--- src/rtl/adma_dm_gearbox_buf.sv ---
// rtl/adma_dm_gearbox_buf.sv - width-converting FIFO between the ADMA read and write hosts
module adma_dm_gearbox_buf #(
    parameter int ATX_SRC_DATA_W = 256,
    parameter int ATX_DST_DATA_W = 256,
    parameter int BUF_DEPTH      = 4,
    localparam int ENT_W = (ATX_SRC_DATA_W > ATX_DST_DATA_W) ? ATX_SRC_DATA_W : ATX_DST_DATA_W,
    localparam int MIN_W = (ATX_SRC_DATA_W > ATX_DST_DATA_W) ? ATX_DST_DATA_W : ATX_SRC_DATA_W,
    localparam int RATIO = ENT_W / MIN_W,
    localparam int CNT_W = $clog2(BUF_DEPTH + 1)
) (
    input  logic                      clk,
    input  logic                      rst_n,
    input  logic                      flush_i,
    input  logic [ATX_SRC_DATA_W-1:0] src_data,
    input  logic                      src_last,
    input  logic                      src_vld,
    output logic                      src_rdy,
    output logic [ATX_DST_DATA_W-1:0] dst_data,
    output logic                      dst_last,
    output logic                      dst_vld,
    input  logic                      dst_rdy,
    output logic [CNT_W-1:0]          buf_cnt,
    output logic                      buf_empty
);

    localparam int PTR_W = $clog2(BUF_DEPTH);
    localparam int IDX_W = (RATIO > 1) ? $clog2(RATIO) : 1;
    localparam bit UPSIZE = ATX_DST_DATA_W > ATX_SRC_DATA_W;
    localparam bit DNSIZE = ATX_SRC_DATA_W > ATX_DST_DATA_W;
    localparam logic [IDX_W-1:0] IDX_MAX  = IDX_W'(RATIO - 1);
    localparam logic [CNT_W-1:0] CNT_FULL = CNT_W'(BUF_DEPTH);

    logic [ENT_W-1:0]     mem_data_q [BUF_DEPTH];
    logic [BUF_DEPTH-1:0] mem_last_q;

    logic [PTR_W-1:0] wr_ptr_q, wr_ptr_d;
    logic [PTR_W-1:0] rd_ptr_q, rd_ptr_d;
    logic [CNT_W-1:0] cnt_q, cnt_d;
    logic [IDX_W-1:0] lidx_q, lidx_d;
    logic [IDX_W-1:0] sidx_q, sidx_d;
    logic [ENT_W-1:0] pack_q, pack_d;

    logic             full;
    logic             fifo_empty;
    logic             src_acc;
    logic             dst_acc;
    logic             push;
    logic             pop;
    logic [ENT_W-1:0] lane_data;
    logic [ENT_W-1:0] push_data;
    logic [ENT_W-1:0] head_data;
    logic             head_last;

    // Handshake decode; lane/slice indices stay at zero outside their own mode,
    // so the same shift expressions serve all three width relationships.
    always_comb begin
        full       = (cnt_q == CNT_FULL);
        fifo_empty = (cnt_q == '0);
        src_rdy    = !full && !flush_i;
        dst_vld    = !fifo_empty && !flush_i;
        src_acc    = src_vld && src_rdy;
        dst_acc    = dst_vld && dst_rdy;
        push       = src_acc && (!UPSIZE || (lidx_q == IDX_MAX) || src_last);
        pop        = dst_acc && (!DNSIZE || (sidx_q == IDX_MAX));
        lane_data  = ENT_W'(src_data) << (int'(lidx_q) * ATX_SRC_DATA_W);
        push_data  = pack_q | lane_data;
        head_data  = mem_data_q[rd_ptr_q];
        head_last  = mem_last_q[rd_ptr_q];
        dst_data   = fifo_empty ? '0
                   : ATX_DST_DATA_W'(head_data >> (int'(sidx_q) * ATX_DST_DATA_W));
        dst_last   = !fifo_empty && head_last && (!DNSIZE || (sidx_q == IDX_MAX));
        buf_cnt    = cnt_q;
        buf_empty  = fifo_empty && (lidx_q == '0) && (sidx_q == '0);
    end

    // Next-state for pointers, occupancy, pack and slice tracking; flush wins.
    always_comb begin
        wr_ptr_d = wr_ptr_q;
        rd_ptr_d = rd_ptr_q;
        cnt_d    = cnt_q;
        lidx_d   = lidx_q;
        sidx_d   = sidx_q;
        pack_d   = pack_q;
        if (flush_i) begin
            wr_ptr_d = '0;
            rd_ptr_d = '0;
            cnt_d    = '0;
            lidx_d   = '0;
            sidx_d   = '0;
            pack_d   = '0;
        end else begin
            if (push) begin
                wr_ptr_d = wr_ptr_q + PTR_W'(1);
            end
            if (pop) begin
                rd_ptr_d = rd_ptr_q + PTR_W'(1);
            end
            if (push && !pop) begin
                cnt_d = cnt_q + CNT_W'(1);
            end else if (pop && !push) begin
                cnt_d = cnt_q - CNT_W'(1);
            end
            if (push) begin
                lidx_d = '0;
                pack_d = '0;
            end else if (src_acc) begin
                lidx_d = lidx_q + IDX_W'(1);
                pack_d = push_data;
            end
            if (pop) begin
                sidx_d = '0;
            end else if (dst_acc) begin
                sidx_d = sidx_q + IDX_W'(1);
            end
        end
    end

    // Control state register.
    always_ff @(posedge clk or negedge rst_n) begin
        if (!rst_n) begin
            wr_ptr_q <= '0;
            rd_ptr_q <= '0;
            cnt_q    <= '0;
            lidx_q   <= '0;
            sidx_q   <= '0;
            pack_q   <= '0;
        end else begin
            wr_ptr_q <= wr_ptr_d;
            rd_ptr_q <= rd_ptr_d;
            cnt_q    <= cnt_d;
            lidx_q   <= lidx_d;
            sidx_q   <= sidx_d;
            pack_q   <= pack_d;
        end
    end

    // Entry storage; contents are qualified by the counter so they carry no reset.
    always_ff @(posedge clk) begin
        if (push) begin
            mem_data_q[wr_ptr_q] <= push_data;
            mem_last_q[wr_ptr_q] <= src_last;
        end
    end

endmodule

--- config.mk ---
export PLATFORM = sky130hd
export DESIGN_NAME = adma_dm_gearbox_buf
export DESIGN_NICKNAME = d
export VERILOG_FILES = /design/src/rtl/adma_dm_gearbox_buf.sv
export SDC_FILE = /design/constraint.sdc
export NUM_CORES = 1
export LEC_CHECK = 0
export ABC_AREA = 0
export CAP_MARGIN = 20
export CORE_MARGIN = 2
export CORE_UTILIZATION = 55
export CTS_BUF_LIST = sky130_fd_sc_hd__clkbuf_4
export CTS_CLUSTER_DIAMETER = 100
export DETAILED_ROUTE_END_ITERATION = 10
export GPL_ROUTABILITY_DRIVEN = 0
export MAX_ROUTING_LAYER = met4
export PLACE_DENSITY = 0.8
export SLEW_MARGIN = 25
export SYNTH_ARGS = -nofsm -noshare
export SYNTH_HDL_FRONTEND = slang
export SYNTH_SLANG_ARGS = --single-unit
--- constraint.sdc ---
create_clock -name clk -period 17.9 [get_ports clk]
set_clock_uncertainty 0.1 [all_clocks]
set_input_delay 3.58 -clock clk [delete_from_list [all_inputs] [get_ports clk]]
set_output_delay 3.58 -clock clk [all_outputs]
set_load 0.005 [all_outputs]
==> qor.yml, run 1 <==
worst_setup_path:
  crit_fanout: 13
  path_common_cell: "clkdlybuf4s50_1"
  critPathTopFamily: "buffers and inverters"
  critPathLaunchType: "input port"
  required_ns: 14.22
  cp_slowest_stage_delay_ns: 0.64
  crit_chain: "clkdlybuf4s50_1, nor2_1, clkdlybuf4s50_1"
  crit_type: "input port to output pin"
  worst_ep_arrival_time_ns: 4.93
  crit_path_top_delay_cell: "clkdlybuf4s50_1"
  path_buf_inv: 2
  worst_setup_path_end_kind: "output pin"
timing:
  tightest_slew_ns: 1.136
  fin_setup_tns_ns: 0
  slew_headroom_pct: 24.27
  hold_ws_ns: 0.5051
  final_hold_viol_count: 0
  period_share_pct: 48.11
  fmax_ghz: 0.1161
  rsz0062_at_grt: "false"
  setup_violations: 0
  slew_violations: 0
  fin_crit_ns: 8.612
cells_and_area:
  nets: 2687
  layout-drive-gt1-share_pct: 27.34
  multi_input_area_um2: 7710
  ff_latch_area_um2: 31050
  area_growth_pct: 23.85
  num-fill-cells: 4394
synthesis:
  syn_nets: 1948
  avgSynthCellArea_um2: 23.40
  ys.warnings.count: 0
  ys_seq_area_share_pct: 78.94
  netlist_instances: 1681
  synth_top_area_share_pct: 78.49
  synth_area_um2: 39330
  synth.distinct_cells: 26
  async_flop_share_pct: 0.6763
  synth-seq-cells: 1035
  yosys-top-cells-count: "1028 x edfxtp_1, 262 x and2_1, 257 x mux4_2"
  yosysTopAreaCell: "edfxtp_1"
  synth-edff-count: 1028
  yosysMostFrequentCell: "edfxtp_1"
  synthTopCellsByArea: "edfxtp_1 78%, mux4_2 15%, and2_1 4.2%, buf_6 0.74%, dfrtp_1 0.45%"
  ys.flop_type: "edfxtp_1"
routing:
  remaining_drc_errors: 0
  ant_nets: 0
  num_vias: 19695
  drt_pre_antenna_iters: 5
  dr.first_iter.drc_count: 1475
  drt-total-wl_um: 83800
  detail_route.vias_per_cell: 5.542
  wl_per_cell_um: 23.58
global_routing:
  grt_pass1_vias: 21210
  overflow: 0
  grt_pass1_wl_um: 126100
  grt.total_usage_pct: 23.61
  grt_max_degree: 132
  antenna_found_initial: 25
clocking:
  root_buffer: "clkbuf_4"
  clock-sinks: 1035
  clk_latency_ns: 1.05
  cts_resized: 0
  cts_buffers: 275
  h-tree-depth: 5
  clock_path_buffers: 4
  clk_pin_slew_ns: 0.06
  holdBufCountCts: 0
  cts_setup_buffers: 0
  cts_tree: "done"
pwr:
  combPwrFrac_pct: 28.2
  p_seq_share_pct: 43.5
  pwr-share-clk_pct: 28.3
  switchingPower_mw: 1.736
  p_leak_nw: 15.66
  p_int_mw: 4.944
  powerDensity_nw_per_um2: 137.1
  swShare_pct: 25.99
  peakVddDrop_uv: 129.2
floorplan:
  initial_core_util_pct: 55.30
  die_area_um2: 73660
  ioPinCount: 525
  fp-row-count: 98
  die_w_um: 271.4
  dieHeight_um: 271.4
  core_area_um2: 71120
hold_path:
  hold_class: "flop to flop"
status:
  status: "complete, no violations"
place:
  port_buffers: 524
  dp_hpwl_um: 49670
flow_run:
  max_cap_violations: 0
-- worst register-to-register path, stage by stage, from the launching register on --
cell and delay, ns:
dfrtp_1 0.42, nor3b_2 0.19, nor3b_2 0.61, and2_4 0.56, buf_4 0.85, buf_4 0.84
-- final cells by class --
cell class,count,area share [%]
antenna,33,0.1695
clock buffer,393,6.057
clock inverter,35,0.3853
inverter,5,0.03853
multi-input combinational,552,15.83
sequential,1035,63.76
tap,950,2.440
timing repair buffer,551,11.32
-- cell usage in the layout (no fill, tap or decap), types with 2 or more instances in the layout --
master           count
inv_1                5
clkinv_1            23
clkinv_2             3
clkbuf_4           393
mux2_2               3
clkdlybuf4s50_1    524
edfxtp_1          1028
buf_4               18
mux4_2             257
and2_4               4
buf_6                6
dfrtp_4              2
buf_12               2
diode_2             33
xor2_1               2
nor2_1              10
inv_2                7
ha_1                 4
nor3b_2              2
and2_1             258
dfrtp_1              5
bufinv_16            2
-- sequential cells by signal, summed over array words and instances (netlist names) --
signal      count
mem_data_q   1024
mem_last_q      4
wr_ptr_q        2
rd_ptr_q        2
buf_cnt         3
-- cell families after synthesis --
group / after synthesis / synth area share (%)
compound gates: 2 / 0.03181
flops: 1035 / 78.94
mux: 262 / 14.86
fa+ha+maj: 5 / 0.1782
xor+xnor: 3 / 0.08592
buf+inv: 94 / 1.495
simple gates: 280 / 4.413
-- layer usage --
layer  track usage, %  part of all wire (%)  vias up
met4            10.06                   3.0        0
met3            8.235                   8.2      152
met2            37.00                    52      783
met5                -                     0        -
met1            28.02                    37    10182
li1                 -                     -     8578
-- stage by stage --
stage          worst slack, ns  power (mW)  area [um^2]  instances  util [%]
5_1_grt                  8.787       7.006        48690       3548     68.46
2_1_floorplan            7.272       4.004        39330       1681         -
3_5_place_dp             9.286       4.867        45470       3093     63.94
4_1_cts                  8.940       6.780        48610       3521     68.35
6_report                 9.288       6.679        48710       3554     68.49
3_3_place_gp             9.304       4.845        45410       3091     63.86
-- power groups by stage --
stage	registers (mW)	clock network (mW)	logic, mW
6_report	2.90	1.89	1.88
5_1_grt	2.92	2.08	2.01
4_1_cts	2.91	1.95	1.92
3_5_place_dp	2.96	0	1.91
3_3_place_gp	2.95	0	1.90
2_1_floorplan	2.94	0	1.06
-- final timing paths --
path / from / end / slack, ns / depth (start not counted)
max: flush_i / src_rdy / 9.29 / 3
min: wr_ptr_q[0]$_DFFE_PN0P_ / wr_ptr_q[0]$_DFFE_PN0P_ / 0.51 / 1
max reg2reg: buf_cnt[2]$_DFFE_PN0P_ / mem_data_q[1][37]$_DFFE_PP_ / 13.84 / 5
min reg2reg: wr_ptr_q[0]$_DFFE_PN0P_ / wr_ptr_q[0]$_DFFE_PN0P_ / 0.51 / 1
max in group asynchronous: rst_n / rd_ptr_q[1]$_DFFE_PN0P_ / 14.73 / 1
min in group asynchronous: rst_n / rd_ptr_q[0]$_DFFE_PN0P_ / 2.69 / 1
Power figures use the tool's default switching activity.
==> run 2: changes to the inputs <==
==> constraint.sdc (replaced) <==
create_clock -name clk -period 8.55 [get_ports clk]
set_clock_uncertainty 0.1 [all_clocks]
set_input_delay 1.71 -clock clk [delete_from_list [all_inputs] [get_ports clk]]
set_output_delay 1.71 -clock clk [all_outputs]
set_load 0.005 [all_outputs]
==> run 2 against run 1 <==
Hold slack got worse by 0.0016 ns. Highest routed layer unchanged. Clock power rose by 100%. Via count fell by 0.97%. Combinational power rose by 110%. Count of clock-buffer cells in the layout fell by 18. Largest power group unchanged. Final cell count fell by 0.20%.
==> qor.yml, run 2 (same netlist as run 1, synthesis figures left out) <==
timing:
  tightest_slew_ns: 0.9808  # was 1.136 ns
  rsz0062_at_grt: "false"  # unchanged
  fin_crit_ns: 5.923
  slew_headroom_pct: 34.61  # was 24.27%
  setup_violations: 0  # unchanged
  fmax_ghz: 0.1688
  slew_violations: 0  # unchanged
  final_hold_viol_count: 0  # unchanged
  fin_setup_tns_ns: 0  # unchanged
  period_share_pct: 69.28
pwr:
  peakVddDrop_uv: 302.8  # was 129.2 uV
  powerDensity_nw_per_um2: 285.9  # was 137.1 nW/um^2
  finalPower_mw: 13.91  # was 6.679 mW
  p_leak_nw: 15.60  # was 15.66 nW
worst_setup_path:
  crit_type: "flop to output pin"  # was input port to output pin
  r2r_start: "buf_cnt[2]$_DFFE_PN0P_"  # unchanged
  crit_fanout: 64  # was 13
  required_ns: 6.74  # was 14.22 ns
  worst_ep_arrival_time_ns: 4.11  # was 4.93 ns
  critPathLaunchType: "flop"  # was input port
  cp-startpoint: "buf_cnt[0]$_DFFE_PN0P_"  # was flush_i
  worst_setup_path_end_kind: "output pin"  # unchanged
cells_and_area:
  largest_register_ffs: 1024  # unchanged
  num-fill-cells: 4416  # was 4394
  nets: 2679  # was 2687
  instances_no_fill: 3547  # was 3554
  regMostFlops: "mem_data_q"  # unchanged
  layout_commonest_cell: "edfxtp_1"  # unchanged
  final_cell_mix: "1028 x edfxtp_1, 524 x clkdlybuf4s50_1, 375 x clkbuf_4"  # was 1028 x edfxtp_1, 524 x clkdlybuf4s50_1, 393 x clkbuf_4
  area_growth_pct: 23.73  # was 23.85%
  layout-drive-gt1-share_pct: 26.53  # was 27.34%
clocking:
  clock_path_buffers: 4  # unchanged
  h-tree-depth: 5  # unchanged
  clk_latency_ns: 1.03  # was 1.05 ns
  cts_buffers: 275  # unchanged
  cts_tree: "done"  # unchanged
  clk_pin_slew_ns: 0.06  # about the same
  root_buffer: "clkbuf_4"  # unchanged
  cts_setup_buffers: 0  # unchanged
  cts_resized: 0  # unchanged
  holdBufCountCts: 0  # unchanged
  clock-sinks: 1035  # unchanged
routing:
  drt-total-wl_um: 83410  # was 83800 um
  detail_route.vias_per_cell: 5.499  # was 5.542
  remaining_drc_errors: 0  # unchanged
  drt_pre_antenna_iters: 5  # unchanged
  dr.first_iter.drc_count: 1321  # was 1475
  wl_per_cell_um: 23.52  # was 23.58 um
  num_vias: 19504  # was 19695
  ant_nets: 0  # unchanged
hold_path:
  hold_class: "flop to flop"  # unchanged
  hp-start: "wr_ptr_q[0]$_DFFE_PN0P_"  # unchanged
place:
  dp_hpwl_um: 49350  # was 49670 um
  port_buffers: 524  # unchanged
  dp_cells: 3084  # was 3093
global_routing:
  grt.total_usage_pct: 23.34  # was 23.61%
  grt_pass1_wl_um: 123700  # was 126100 um
  antenna_found_initial: 24  # was 25
  grt_pass1_vias: 20843  # was 21210
  grt_max_degree: 126  # was 132
  overflow: 0  # unchanged
floorplan:
  die_area_um2: 73660  # unchanged
  ioPinCount: 525  # unchanged
  fp-row-count: 98  # unchanged
  dieHeight_um: 271.4  # unchanged
  die_w_um: 271.4  # unchanged
  core_area_um2: 71120  # unchanged
  initial_core_util_pct: 55.30  # unchanged
flow_run:
  max_cap_violations: 0  # unchanged
status:
  status: "complete, no violations"  # unchanged
==> run 2: cell count changes in the layout (fill, tap and decap cells not counted), sizes merged <==
cell,delta
buf,-8
inv,+4
clkbuf,-18
bufinv,-1
clkinv,+23
diode,-7
==> run 2: final cells by class <==
cell class | count | area (um^2) | share of cell area (%)
sequential | 1035 | 31050 | 63.81
timing repair buffer | 543 | 5545 | 11.40
multi-input combinational | 552 | 7710 | 15.84
clock inverter | 61 | 265.3 | 0.5451
tap | 950 | 1189 | 2.443
clock buffer | 375 | 2815 | 5.785
antenna | 26 | 65.06 | 0.1337
inverter | 5 | 18.77 | 0.03857
==> run 2: critical path, stage by stage, from the launching register on <==
cell and delay (ns):
dfrtp_1 0.44, or3_4 0.42, buf_4 0.61, buf_4 0.64, and2_1 0.23, clkdlybuf4s50_1 0.58
==> run 2: report_power, final <==
| part | switching [mW] | internal [mW] |
|---|---|---|
| Combinational | 1.67 | 2.30 |
| Clock | 1.83 | 2.04 |
| Sequential | 0.139 | 5.93 |
==> run 2: final timing paths <==
check | endpoint | slack, ns | cells after the start
worst max-delay path | dst_data[171] | 2.63 | 5
worst min-delay path | wr_ptr_q[0]$_DFFE_PN0P_ | 0.50 | 1
worst max register to register | mem_data_q[3][178]$_DFFE_PP_ | 5.21 | 4
worst min register to register | wr_ptr_q[0]$_DFFE_PN0P_ | 0.50 | 1
max in group asynchronous | rd_ptr_q[0]$_DFFE_PN0P_ | 7.22 | 1
min in group asynchronous | buf_cnt[2]$_DFFE_PN0P_ | 0.84 | 1
==> run 2: routing by layer <==
layer	routed length, um	vias up	track usage (%)	part of all wire [%]
met4	2151	0	8.835	2.6
li1	-	8568	-	-
met3	6859	116	7.952	8.2
met5	0	-	-	0
met1	30850	10048	27.28	37
met2	43550	772	37.65	52
==> run 2: stage by stage <==
step / hold slack, ns / area, um^2 / utilization (%) / worst slack [ns]
2_1_floorplan: 0.4546 / 39330 / - / 2.673
3_3_place_gp: 0.4631 / 45490 / 63.96 / 3.372
3_5_place_dp: 0.4914 / 45490 / 63.96 / 3.261
4_1_cts: 0.5053 / 48570 / 68.29 / 2.469
5_1_grt: 0.5244 / 48660 / 68.41 / 2.297
6_report: 0.5035 / 48660 / 68.42 / 2.627
==> run 3: changes to the inputs <==
--- a/config.mk
+++ b/config.mk
@@ -8,13 +8,13 @@
 export ABC_AREA = 0
 export CAP_MARGIN = 20
 export CORE_MARGIN = 2
-export CORE_UTILIZATION = 55
+export CORE_UTILIZATION = 51
 export CTS_BUF_LIST = sky130_fd_sc_hd__clkbuf_4
 export CTS_CLUSTER_DIAMETER = 100
 export DETAILED_ROUTE_END_ITERATION = 10
 export GPL_ROUTABILITY_DRIVEN = 0
 export MAX_ROUTING_LAYER = met4
-export PLACE_DENSITY = 0.8
+export PLACE_DENSITY = 0.78
 export SLEW_MARGIN = 25
 export SYNTH_ARGS = -nofsm -noshare
 export SYNTH_HDL_FRONTEND = slang
==> constraint.sdc (replaced) <==
create_clock -name clk -period 5.2 [get_ports clk]
set_clock_uncertainty 0.1 [all_clocks]
set_input_delay 1.04 -clock clk [delete_from_list [all_inputs] [get_ports clk]]
set_output_delay 1.04 -clock clk [all_outputs]
set_load 0.005 [all_outputs]
==> run 3 against run 2 <==
Sequential share of layout area shrank 0.93 points. Sequential power grew 64%. Highest routed layer unchanged. Clock power grew 67%. Routed wire length grew 3.1%. Final cell count grew 3.3%. Critical path depth is the same. Sequential cell count is the same.
==> qor.yml, run 3 (same netlist as run 1, synthesis figures left out) <==
place:
  post-place-ws_ns: 1.468  # was 3.261 ns
  dp_hpwl_um: 53010  # was 49350 um
  dp_cells: 3208  # was 3084
  port_buffers: 524  # unchanged
floorplan:
  core_area_um2: 76200  # was 71120 um^2
  die_w_um: 281.7  # was 271.4 um
  initial_core_util_pct: 51.61  # was 55.30%
  die_area_um2: 79350  # was 73660 um^2
  fp-row-count: 101  # was 98
  dieHeight_um: 281.7  # was 271.4 um
  ioPinCount: 525  # unchanged
flow_run:
  max_cap_violations: 0  # unchanged
routing:
  detail_route.vias_per_cell: 5.439  # was 5.499
  wl_per_cell_um: 23.49  # was 23.52 um
  ant_nets: 0  # unchanged
  dr.first_iter.drc_count: 1429  # was 1321
  remaining_drc_errors: 0  # unchanged
  drt_pre_antenna_iters: 5  # unchanged
  num_vias: 19923  # was 19504
  drt-total-wl_um: 86040  # was 83410 um
pwr:
  peakVddDrop_uv: 283.0  # was 302.8 uV
  powerDensity_nw_per_um2: 469.3  # was 285.9 nW/um^2
  p_leak_nw: 15.90  # was 15.60 nW
timing:
  fin_setup_tns_ns: 0  # unchanged
  fin_crit_ns: 4.661
  slew_violations: 0  # unchanged
  hold_ws_ns: 0.1848  # was 0.5035 ns
  tightest_slew_ns: 0.6759  # was 0.9808 ns
  setup_violations: 0  # unchanged
  fmax_ghz: 0.2145
  timing.final.ws_setup_ns: 0.5386  # was 2.627 ns
  period_share_pct: 89.64
  slew_headroom_pct: 54.94  # was 34.61%
  rsz0062_at_grt: "false"  # unchanged
  final_hold_viol_count: 0  # unchanged
global_routing:
  grt_max_degree: 100  # was 126
  overflow: 0  # unchanged
  antenna_found_initial: 26  # was 24
  grt_pass1_wl_um: 127500  # was 123700 um
  grt_pass1_vias: 21417  # was 20843
  grt.total_usage_pct: 22.55  # was 23.34%
clocking:
  clock-sinks: 1035  # unchanged
  root_buffer: "clkbuf_4"  # unchanged
  clk_latency_ns: 1.04  # was 1.03 ns
  clock_path_buffers: 4  # unchanged
  cts_resized: 0  # unchanged
  cts_buffers: 274  # was 275
  holdBufCountCts: 0  # unchanged
  cts_setup_buffers: 0  # unchanged
  h-tree-depth: 5  # unchanged
  clk_pin_slew_ns: 0.07  # was 0.06 ns
  cts_tree: "done"  # unchanged
worst_setup_path:
  critPathLaunchType: "flop"  # unchanged
  crit_fanout: 22  # was 64
  r2r_start: "buf_cnt[0]$_DFFE_PN0P_"  # was buf_cnt[2]$_DFFE_PN0P_
  cp-startpoint: "rd_ptr_q[0]$_DFFE_PN0P_"  # was buf_cnt[0]$_DFFE_PN0P_
  worst_ep_arrival_time_ns: 3.52  # was 4.11 ns
  required_ns: 4.06  # was 6.74 ns
  worst_setup_path_end_kind: "output pin"  # unchanged
  crit_type: "flop to output pin"  # unchanged
cells_and_area:
  instances_no_fill: 3663  # was 3547
  regMostFlops: "mem_data_q"  # unchanged
  num-fill-cells: 4988  # was 4416
  largest_register_ffs: 1024  # unchanged
  postLayoutCoreUtil_pct: 64.80  # was 68.42%
  area_growth_pct: 25.55  # was 23.73%
  layout-drive-gt1-share_pct: 27.78  # was 26.53%
  nets: 2722  # was 2679
  final_cell_mix: "1028 x edfxtp_1, 524 x clkdlybuf4s50_1, 369 x clkbuf_4"  # was 1028 x edfxtp_1, 524 x clkdlybuf4s50_1, 375 x clkbuf_4
  layout_commonest_cell: "edfxtp_1"  # unchanged
status:
  status: "complete, no violations"  # unchanged
hold_path:
  hold_class: "input port to async pin"  # was flop to flop
[run 3: cell types whose count changed in the layout (fill, tap and decap cells not counted)]
cell,previous run,this run
clkinvlp_4,0,1
bufinv_16,1,3
diode_2,26,27
clkinv_1,44,37
clkinv_2,4,7
buf_4,7,28
inv_2,11,9
clkbuf_4,375,369
buf_12,11,35
buf_16,1,0
[run 3: final timing paths]
check	slack, ns	cells after the start	end
setup / recovery	0.54	5	dst_data[82]
hold reg to reg	0.52	2	wr_ptr_q[1]$_DFFE_PN0P_
min in group clk	0.52	1	mem_data_q[1][104]$_DFFE_PP_
setup reg to reg	2.31	8	buf_cnt[2]$_DFFE_PN0P_
max in group asynchronous	4.42	1	rd_ptr_q[1]$_DFFE_PN0P_
hold / removal	0.18	1	buf_cnt[1]$_DFFE_PN0P_
[run 3: worst max-delay path, stage by stage (launching register included)]
cell	delay, ns
dfrtp_4	0.72
buf_12	0.30
buf_12	0.25
mux4_2	0.52
and2_1	0.21
clkdlybuf4s50_1	0.45
[run 3: per-layer routing]
layer	wire length, um	part of all wire [%]	up-vias	GRT usage (%)
li1	-	-	8651	-
met1	32850	38	10265	27.24
met2	43660	51	848	35.46
met3	7313	8.5	159	7.176
met4	2216	2.6	0	9.247
met5	0	0	-	-
[run 3: layout make-up]
class / instances / area (um^2) / share of cell area [%]
inverters: 5 / 18.77 / 0.03801
flip-flops and latches: 1035 / 31050 / 62.89
well taps: 1030 / 1289 / 2.610
multi-input cells: 552 / 7710 / 15.61
clock inverters: 58 / 314.1 / 0.6360
clock buffers: 369 / 2770 / 5.610
diodes: 27 / 67.56 / 0.1368
repair buffers: 587 / 6156 / 12.47
[run 3: report_power, final]
| part | total [mW] | leakage, nW | switching (mW) | internal [mW] |
|---|---|---|---|---|
| clock network | 6.46 | 1.87 | 3.06 | 3.40 |
| registers | 9.93 | 9.42 | 0.190 | 9.74 |
| logic | 6.78 | 4.61 | 2.83 | 3.95 |
[run 3: metrics by stage]
step / instance area (um^2) / power [mW]
after CTS: 49290 / 23.53
after global placement: 46210 / 16.88
after floorplan: 39330 / 13.71
after global routing: 49370 / 24.32
after detailed placement: 46210 / 16.98
final: 49380 / 23.17
